--- src/rtl/vga_timing_gen_pkg.sv ---
// Shared types and timing presets for the VGA/LCD raster timing generator.
package vga_timing_gen_pkg;

  localparam int unsigned CntW = 11;

  typedef enum logic [1:0] {
    StIdle  = 2'd0,
    StRun   = 2'd1,
    StDrain = 2'd2
  } state_e;

  typedef struct packed {
    logic [CntW-1:0] h_sync;
    logic [CntW-1:0] h_back;
    logic [CntW-1:0] h_disp;
    logic [CntW-1:0] h_front;
    logic [CntW-1:0] v_sync;
    logic [CntW-1:0] v_back;
    logic [CntW-1:0] v_disp;
    logic [CntW-1:0] v_front;
  } timing_t;

  localparam timing_t Timing640x480 = '{
    h_sync: 11'd96,  h_back: 11'd48,  h_disp: 11'd640,  h_front: 11'd16,
    v_sync: 11'd2,   v_back: 11'd33,  v_disp: 11'd480,  v_front: 11'd10
  };
  localparam timing_t Timing800x600 = '{
    h_sync: 11'd128, h_back: 11'd88,  h_disp: 11'd800,  h_front: 11'd40,
    v_sync: 11'd4,   v_back: 11'd23,  v_disp: 11'd600,  v_front: 11'd1
  };
  localparam timing_t Timing1024x768 = '{
    h_sync: 11'd136, h_back: 11'd160, h_disp: 11'd1024, h_front: 11'd24,
    v_sync: 11'd6,   v_back: 11'd29,  v_disp: 11'd768,  v_front: 11'd3
  };

  function automatic int unsigned axis_total(int unsigned sync, int unsigned back,
                                             int unsigned disp, int unsigned front);
    return sync + back + disp + front;
  endfunction

endpackage

--- src/rtl/vga_hv_counter.sv ---
// Horizontal/vertical raster counters with synchronous clear and wrap flags.
module vga_hv_counter
  import vga_timing_gen_pkg::*;
#(
  parameter int unsigned HTotal = 1056,
  parameter int unsigned VTotal = 628
) (
  input  logic            clk_i,
  input  logic            rst_i,
  input  logic            clr_i,
  output logic [CntW-1:0] h_cnt_o,
  output logic [CntW-1:0] v_cnt_o,
  output logic            line_end_o,
  output logic            frame_end_o
);

  logic [CntW-1:0] h_cnt_d, h_cnt_q;
  logic [CntW-1:0] v_cnt_d, v_cnt_q;

  assign line_end_o  = (h_cnt_q == CntW'(HTotal - 1));
  assign frame_end_o = line_end_o && (v_cnt_q == CntW'(VTotal - 1));

  always_comb begin
    h_cnt_d = h_cnt_q + CntW'(1);
    v_cnt_d = v_cnt_q;
    if (clr_i) begin
      h_cnt_d = '0;
      v_cnt_d = '0;
    end else if (line_end_o) begin
      h_cnt_d = '0;
      v_cnt_d = frame_end_o ? '0 : v_cnt_q + CntW'(1);
    end
  end

  always_ff @(posedge clk_i or posedge rst_i) begin
    if (rst_i) begin
      h_cnt_q <= '0;
      v_cnt_q <= '0;
    end else begin
      h_cnt_q <= h_cnt_d;
      v_cnt_q <= v_cnt_d;
    end
  end

  assign h_cnt_o = h_cnt_q;
  assign v_cnt_o = v_cnt_q;

endmodule

--- src/rtl/vga_timing_gen.sv ---
// Raster timing generator: enable FSM, active-window decode and registered panel outputs.
module vga_timing_gen
  import vga_timing_gen_pkg::*;
#(
  parameter int unsigned H_SYNC  = 128,
  parameter int unsigned H_BACK  = 88,
  parameter int unsigned H_DISP  = 800,
  parameter int unsigned H_FRONT = 40,
  parameter int unsigned V_SYNC  = 4,
  parameter int unsigned V_BACK  = 23,
  parameter int unsigned V_DISP  = 600,
  parameter int unsigned V_FRONT = 1,
  parameter logic        HS_POL  = 1'b0,
  parameter logic        VS_POL  = 1'b0
) (
  input  logic        lcd_pclk,
  input  logic        rst,
  input  logic        disp_en,
  input  logic [15:0] pixel_data,
  output logic [10:0] pixel_xpos,
  output logic [10:0] pixel_ypos,
  output logic [10:0] h_disp,
  output logic [10:0] v_disp,
  output logic        data_req,
  output logic        lcd_hs,
  output logic        lcd_vs,
  output logic        lcd_de,
  output logic [15:0] lcd_rgb,
  output logic        frame_start,
  output logic        busy
);

  localparam int unsigned HB     = H_SYNC + H_BACK;
  localparam int unsigned VB     = V_SYNC + V_BACK;
  localparam int unsigned HTotal = axis_total(H_SYNC, H_BACK, H_DISP, H_FRONT);
  localparam int unsigned VTotal = axis_total(V_SYNC, V_BACK, V_DISP, V_FRONT);

  if (HTotal > 2047 || VTotal > 2047) begin : g_total_too_big
    $error("vga_timing_gen: H or V total exceeds 11-bit counter range");
  end

  state_e          state_d, state_q;
  logic [CntW-1:0] h_cnt, v_cnt;
  logic            unused_line_end;
  logic            frame_end;
  logic            hs_d, hs_q, vs_d, vs_q, de_q;

  vga_hv_counter #(
    .HTotal (HTotal),
    .VTotal (VTotal)
  ) u_hv_counter (
    .clk_i       (lcd_pclk),
    .rst_i       (rst),
    .clr_i       (state_q == StIdle),
    .h_cnt_o     (h_cnt),
    .v_cnt_o     (v_cnt),
    .line_end_o  (unused_line_end),
    .frame_end_o (frame_end)
  );

  // Stopping is only allowed on the last cycle of a frame, so output never truncates mid-frame.
  always_comb begin
    state_d = state_q;
    unique case (state_q)
      StIdle:  if (disp_en) state_d = StRun;
      StRun:   if (!disp_en) state_d = frame_end ? StIdle : StDrain;
      StDrain: begin
        if (disp_en)        state_d = StRun;
        else if (frame_end) state_d = StIdle;
      end
      default: state_d = StIdle;
    endcase
  end

  assign busy     = (state_q != StIdle);
  assign data_req = busy
                 && (h_cnt >= CntW'(HB)) && (h_cnt < CntW'(HB + H_DISP))
                 && (v_cnt >= CntW'(VB)) && (v_cnt < CntW'(VB + V_DISP));

  assign pixel_xpos  = data_req ? h_cnt - CntW'(HB) : '0;
  assign pixel_ypos  = data_req ? v_cnt - CntW'(VB) : '0;
  assign h_disp      = CntW'(H_DISP);
  assign v_disp      = CntW'(V_DISP);
  assign frame_start = (state_q == StRun) && (h_cnt == '0) && (v_cnt == '0);

  // Syncs/DE lag the counters by one cycle to line up with the colour generator's register.
  always_comb begin
    hs_d = (busy && (h_cnt < CntW'(H_SYNC))) ? HS_POL : ~HS_POL;
    vs_d = (busy && (v_cnt < CntW'(V_SYNC))) ? VS_POL : ~VS_POL;
  end

  always_ff @(posedge lcd_pclk or posedge rst) begin
    if (rst) begin
      state_q <= StIdle;
      hs_q    <= ~HS_POL;
      vs_q    <= ~VS_POL;
      de_q    <= 1'b0;
    end else begin
      state_q <= state_d;
      hs_q    <= hs_d;
      vs_q    <= vs_d;
      de_q    <= data_req;
    end
  end

  assign lcd_hs  = hs_q;
  assign lcd_vs  = vs_q;
  assign lcd_de  = de_q;
  assign lcd_rgb = de_q ? pixel_data : 16'h0000;

endmodule

--- config.mk ---
export PLATFORM = sky130hd
export DESIGN_NAME = vga_timing_gen
export DESIGN_NICKNAME = d
export VERILOG_FILES = /design/src/rtl/vga_timing_gen_pkg.sv /design/src/rtl/vga_hv_counter.sv /design/src/rtl/vga_timing_gen.sv
export SDC_FILE = /design/constraint.sdc
export NUM_CORES = 1
export LEC_CHECK = 0
export CORE_MARGIN = 2
export CORE_UTILIZATION = 48
export DETAILED_ROUTE_END_ITERATION = 6
export GPL_TIMING_DRIVEN = 0
export PLACE_DENSITY = 0.84
export SYNTH_ARGS = -nofsm -noshare
export SYNTH_HDL_FRONTEND = slang
export SYNTH_SLANG_ARGS = --single-unit
--- constraint.sdc ---
create_clock -name lcd_pclk -period 3.83 [get_ports lcd_pclk]
set_input_delay 0.766 -clock lcd_pclk [delete_from_list [all_inputs] [get_ports lcd_pclk]]
set_output_delay 0.766 -clock lcd_pclk [all_outputs]
set_load 0.02 [all_outputs]
==> impl_metrics.py <==
metrics = {
    "critical_path": {
        "cp-end-kind": "output port",
        "crit_slowest_cell": "clkdlybuf4s50_1",
        "crit_path_start_kind": "flip-flop",
        "cp-endpoint": "pixel_ypos[6]",
        "r2r_cells": 6,
        "worstReg2RegStart": "u_hv_counter.v_cnt_o[1]",
        "cp.arrival_ns": 2.89,
        "worstPathRequired_ns": 3.06,
        "path_delay_family": "buffers and inverters",
        "cp-startpoint": "u_hv_counter.v_cnt_o[1]",
        "reg2reg_slack_ns": 1.48,
        "path_depth": 8,
        "critPathMaxFanout": 10,
        "timing.critical_path.buf_inv": 3,
        "r2r-end": "u_hv_counter.v_cnt_o[6]",
        "worstSetupPathType": "reg2out",
        "cp_slowest_stage_delay_ns": 0.63,
        "crit_chain": "ha_1, clkdlybuf4s15_1, a211oi_1, o211ai_1, nand4_2, buf_4, nor3_1, clkdlybuf4s50_1",
    },
    "synthesis": {
        "synth_seq_cells": 27,
        "synth-edff-count": 0,
        "synthFlopType": "dfrtp_1",
        "synth-async-reset-ratio": 1.000,
        "syn_avg_cell_area_um2": 8.447,
        "yosys_warnings": 0,
        "yosysSeqAreaShare": 0.2985,
        "synth_area_um2": 2272,
        "synthCells": 269,
        "ys_types": 44,
    },
    "cts": {
        "cts_tree": "yes",
        "clk_latency_ns": 0.29,
        "clk_pin_slew_ns": 0.10,
        "htree_num_levels": 1,
        "cts_buffer_depth": 2,
        "clockRootBuffer": "clkbuf_8",
        "post_cts_buffers": 0,
        "cts_made_buffers": 3,
        "clock-sinks": 27,
    },
    "floorplanning": {
        "rows": 25,
        "chipWidth_um": 72.80,
        "core_area_um2": 4629,
        "ios": 85,
        "die_area_um2": 5300,
        "start_util": 0.4908,
        "dieHeight_um": 72.80,
    },
    "detailed_routing": {
        "post_drt_via_cell_ratio": 5.235,
        "wl_per_cell_um": 14.05,
        "drt-pass1-iter-count": 4,
        "drtIter0Drc": 141,
        "wl_um": 5747,
        "via_count": 2141,
        "antenna_left": 0,
        "drc": 0,
    },
    "finish": {
        "final_nets": 380,
        "fillers": 367,
        "syn_to_final_growth_pct": 36.62,
        "mostFrequentLayoutCells": "54 x clkdlybuf4s50_1, 28 x buf_4, 27 x nor2_1",
        "final_common_cell": "clkdlybuf4s50_1",
        "final_core_util": 0.6705,
        "diodes": 0,
        "final_cells": 409,
        "drive_gt1_frac": 0.1606,
    },
    "grt": {
        "antenna_found_initial": 0,
        "overflow": 0,
        "grt_start_max_net_pins": 28,
        "grt_pass1_vias": 1998,
        "grt_first_pass_wirelength_um": 9204,
        "track_usage": 0.2197,
    },
    "timing": {
        "setup_viol": 0,
        "min_period_ns": 3.653,
        "relSlewSlack": 0.3230,
        "tightest_slew_ns": 1.014,
        "fin_setup_tns_ns": 0,
        "slew_viol_final": 0,
        "fmax_ghz": 0.2738,
        "grt_setup_unrepaired": "no",
        "skew_ns": 0.005967,
        "hold_violations": 0,
        "timing.hold.ws_ns": 0.5278,
        "finalCritPeriodShare": 0.9537,
    },
    "power": {
        "p_per_area_nw_per_um2": 201.6,
        "p_total_mw": 0.6257,
        "ir_drop_mv": 0.2108,
        "leakage_nw": 1.553,
    },
    "placement": {
        "place.gp.congestion": 0.9192,
        "dp.cells": 405,
        "dp_hpwl_um": 4424,
        "portBuffers": 62,
    },
    "worst_hold_path": {
        "holdCritPathClass": "reg2reg",
        "hold_depth": 1,
    },
    "run_status": {
        "status": "finished clean",
    },
    "run": {
        "maxCapViolCount": 0,
    },
}
-- Yosys cell counts, types with 2 or more instances --
library cell	n	area share
xnor2_1	8	0.031
and3_1	3	0.0083
or4_1	4	0.013
inv_1	8	0.013
nand4_1	9	0.025
nand2_1	14	0.023
mux2i_1	2	0.0088
buf_2	4	0.0088
nor3_1	20	0.044
ha_1	5	0.028
xor2_1	17	0.066
nor2b_1	4	0.011
o211ai_1	2	0.0066
o31ai_1	5	0.017
a211oi_1	2	0.0066
buf_6	3	0.015
nand3_1	9	0.020
conb_1	2	0.0033
dfstp_2	2	0.023
buf_4	28	0.093
a21oi_1	9	0.020
clkbuf_1	3	0.0050
nor3b_1	4	0.013
clkbuf_8	4	0.024
and2_1	16	0.044
dfrtp_1	25	0.28
and4_2	2	0.0088
and4_1	3	0.012
nor4_1	4	0.011
nor2_1	27	0.045
o21ai_0	8	0.018
-- cell families (layout without fill, tap and decap cells) --
family | count (synthesis) | after routing | share of synthesized area
AOI/OAI and AO/OA | 29 | 29 | 0.08149
xor gates and xnor gates | 25 | 25 | 0.09637
adders and majority gates | 5 | 5 | 0.02753
buffers and inverters | 52 | 118 | 0.1663
DFF | 27 | 27 | 0.2985
muxes | 2 | 2 | 0.008811
other | 2 | 22 | 0.003305
and+or+nand+nor | 127 | 127 | 0.3177
-- worst reg2reg max path, cell delays in order (launching register included) --
cell	delay, ns
dfrtp_1	0.46
ha_1	0.19
clkdlybuf4s15_1	0.36
nor2b_1	0.22
nand4_1	0.20
o21ai_0	0.67
a21oi_1	0.10
-- stage by stage --
stage,area (um^2),setup WS (ns)
after floorplan,2347,1.016
after global placement,3035,0.4147
after detailed placement,3035,0.4104
after CTS,3082,0.07886
after global routing,3104,0.02960
final,3104,0.1772
-- registers in the layout, indices dropped and copies added (netlist names) --
register / count
u_hv_counter.h_cnt_o: 11
u_hv_counter.v_cnt_o: 11
state_q: 2
lcd_de: 1
lcd_hs: 1
lcd_vs: 1
-- routing by layer --
| metal | up-vias | share of wire | track usage |
|---|---|---|---|
| met5 | - | 0 | 0 |
| met4 | 0 | 0.011 | 0.08848 |
| met3 | 6 | 0.078 | 0.02901 |
| met2 | 95 | 0.50 | 0.3677 |
| met1 | 989 | 0.41 | 0.2873 |
| li1 | 1051 | - | - |
-- final cells by class --
cell class	instances	area, um^2	area share
multi-input cells	210	1291	0.4160
flip-flops and latches	27	680.7	0.2193
repair buffers	62	640.6	0.2064
plain buffers	44	347.8	0.1121
well taps	54	67.56	0.02177
clock buffers	3	41.29	0.01330
inverters	8	30.03	0.009674
clock inverters	1	5.005	0.001612
-- worst min path at each step --
stage                             from                       to
3_3_place_gp   u_hv_counter.h_cnt_o[0]  u_hv_counter.h_cnt_o[0]
6_report       u_hv_counter.h_cnt_o[0]  u_hv_counter.h_cnt_o[0]
2_1_floorplan  u_hv_counter.h_cnt_o[0]  u_hv_counter.h_cnt_o[0]
4_1_cts        u_hv_counter.h_cnt_o[0]  u_hv_counter.h_cnt_o[0]
5_1_grt        u_hv_counter.h_cnt_o[0]  u_hv_counter.h_cnt_o[0]
3_5_place_dp   u_hv_counter.h_cnt_o[0]  u_hv_counter.h_cnt_o[0]
-- timing repair --
item,CTS,global route
hold buffers,0,0
endpoints found under the setup margin,0,11
gates resized for setup,0,10
-- power by group --
part	total, mW	switching [mW]	leakage (nW)	internal [mW]
Clock	0.168	0.0951	0.0255	0.0733
Sequential	0.320	0.0179	0.361	0.302
Combinational	0.137	0.0729	1.17	0.0640
Power figures use the tool's default switching activity.
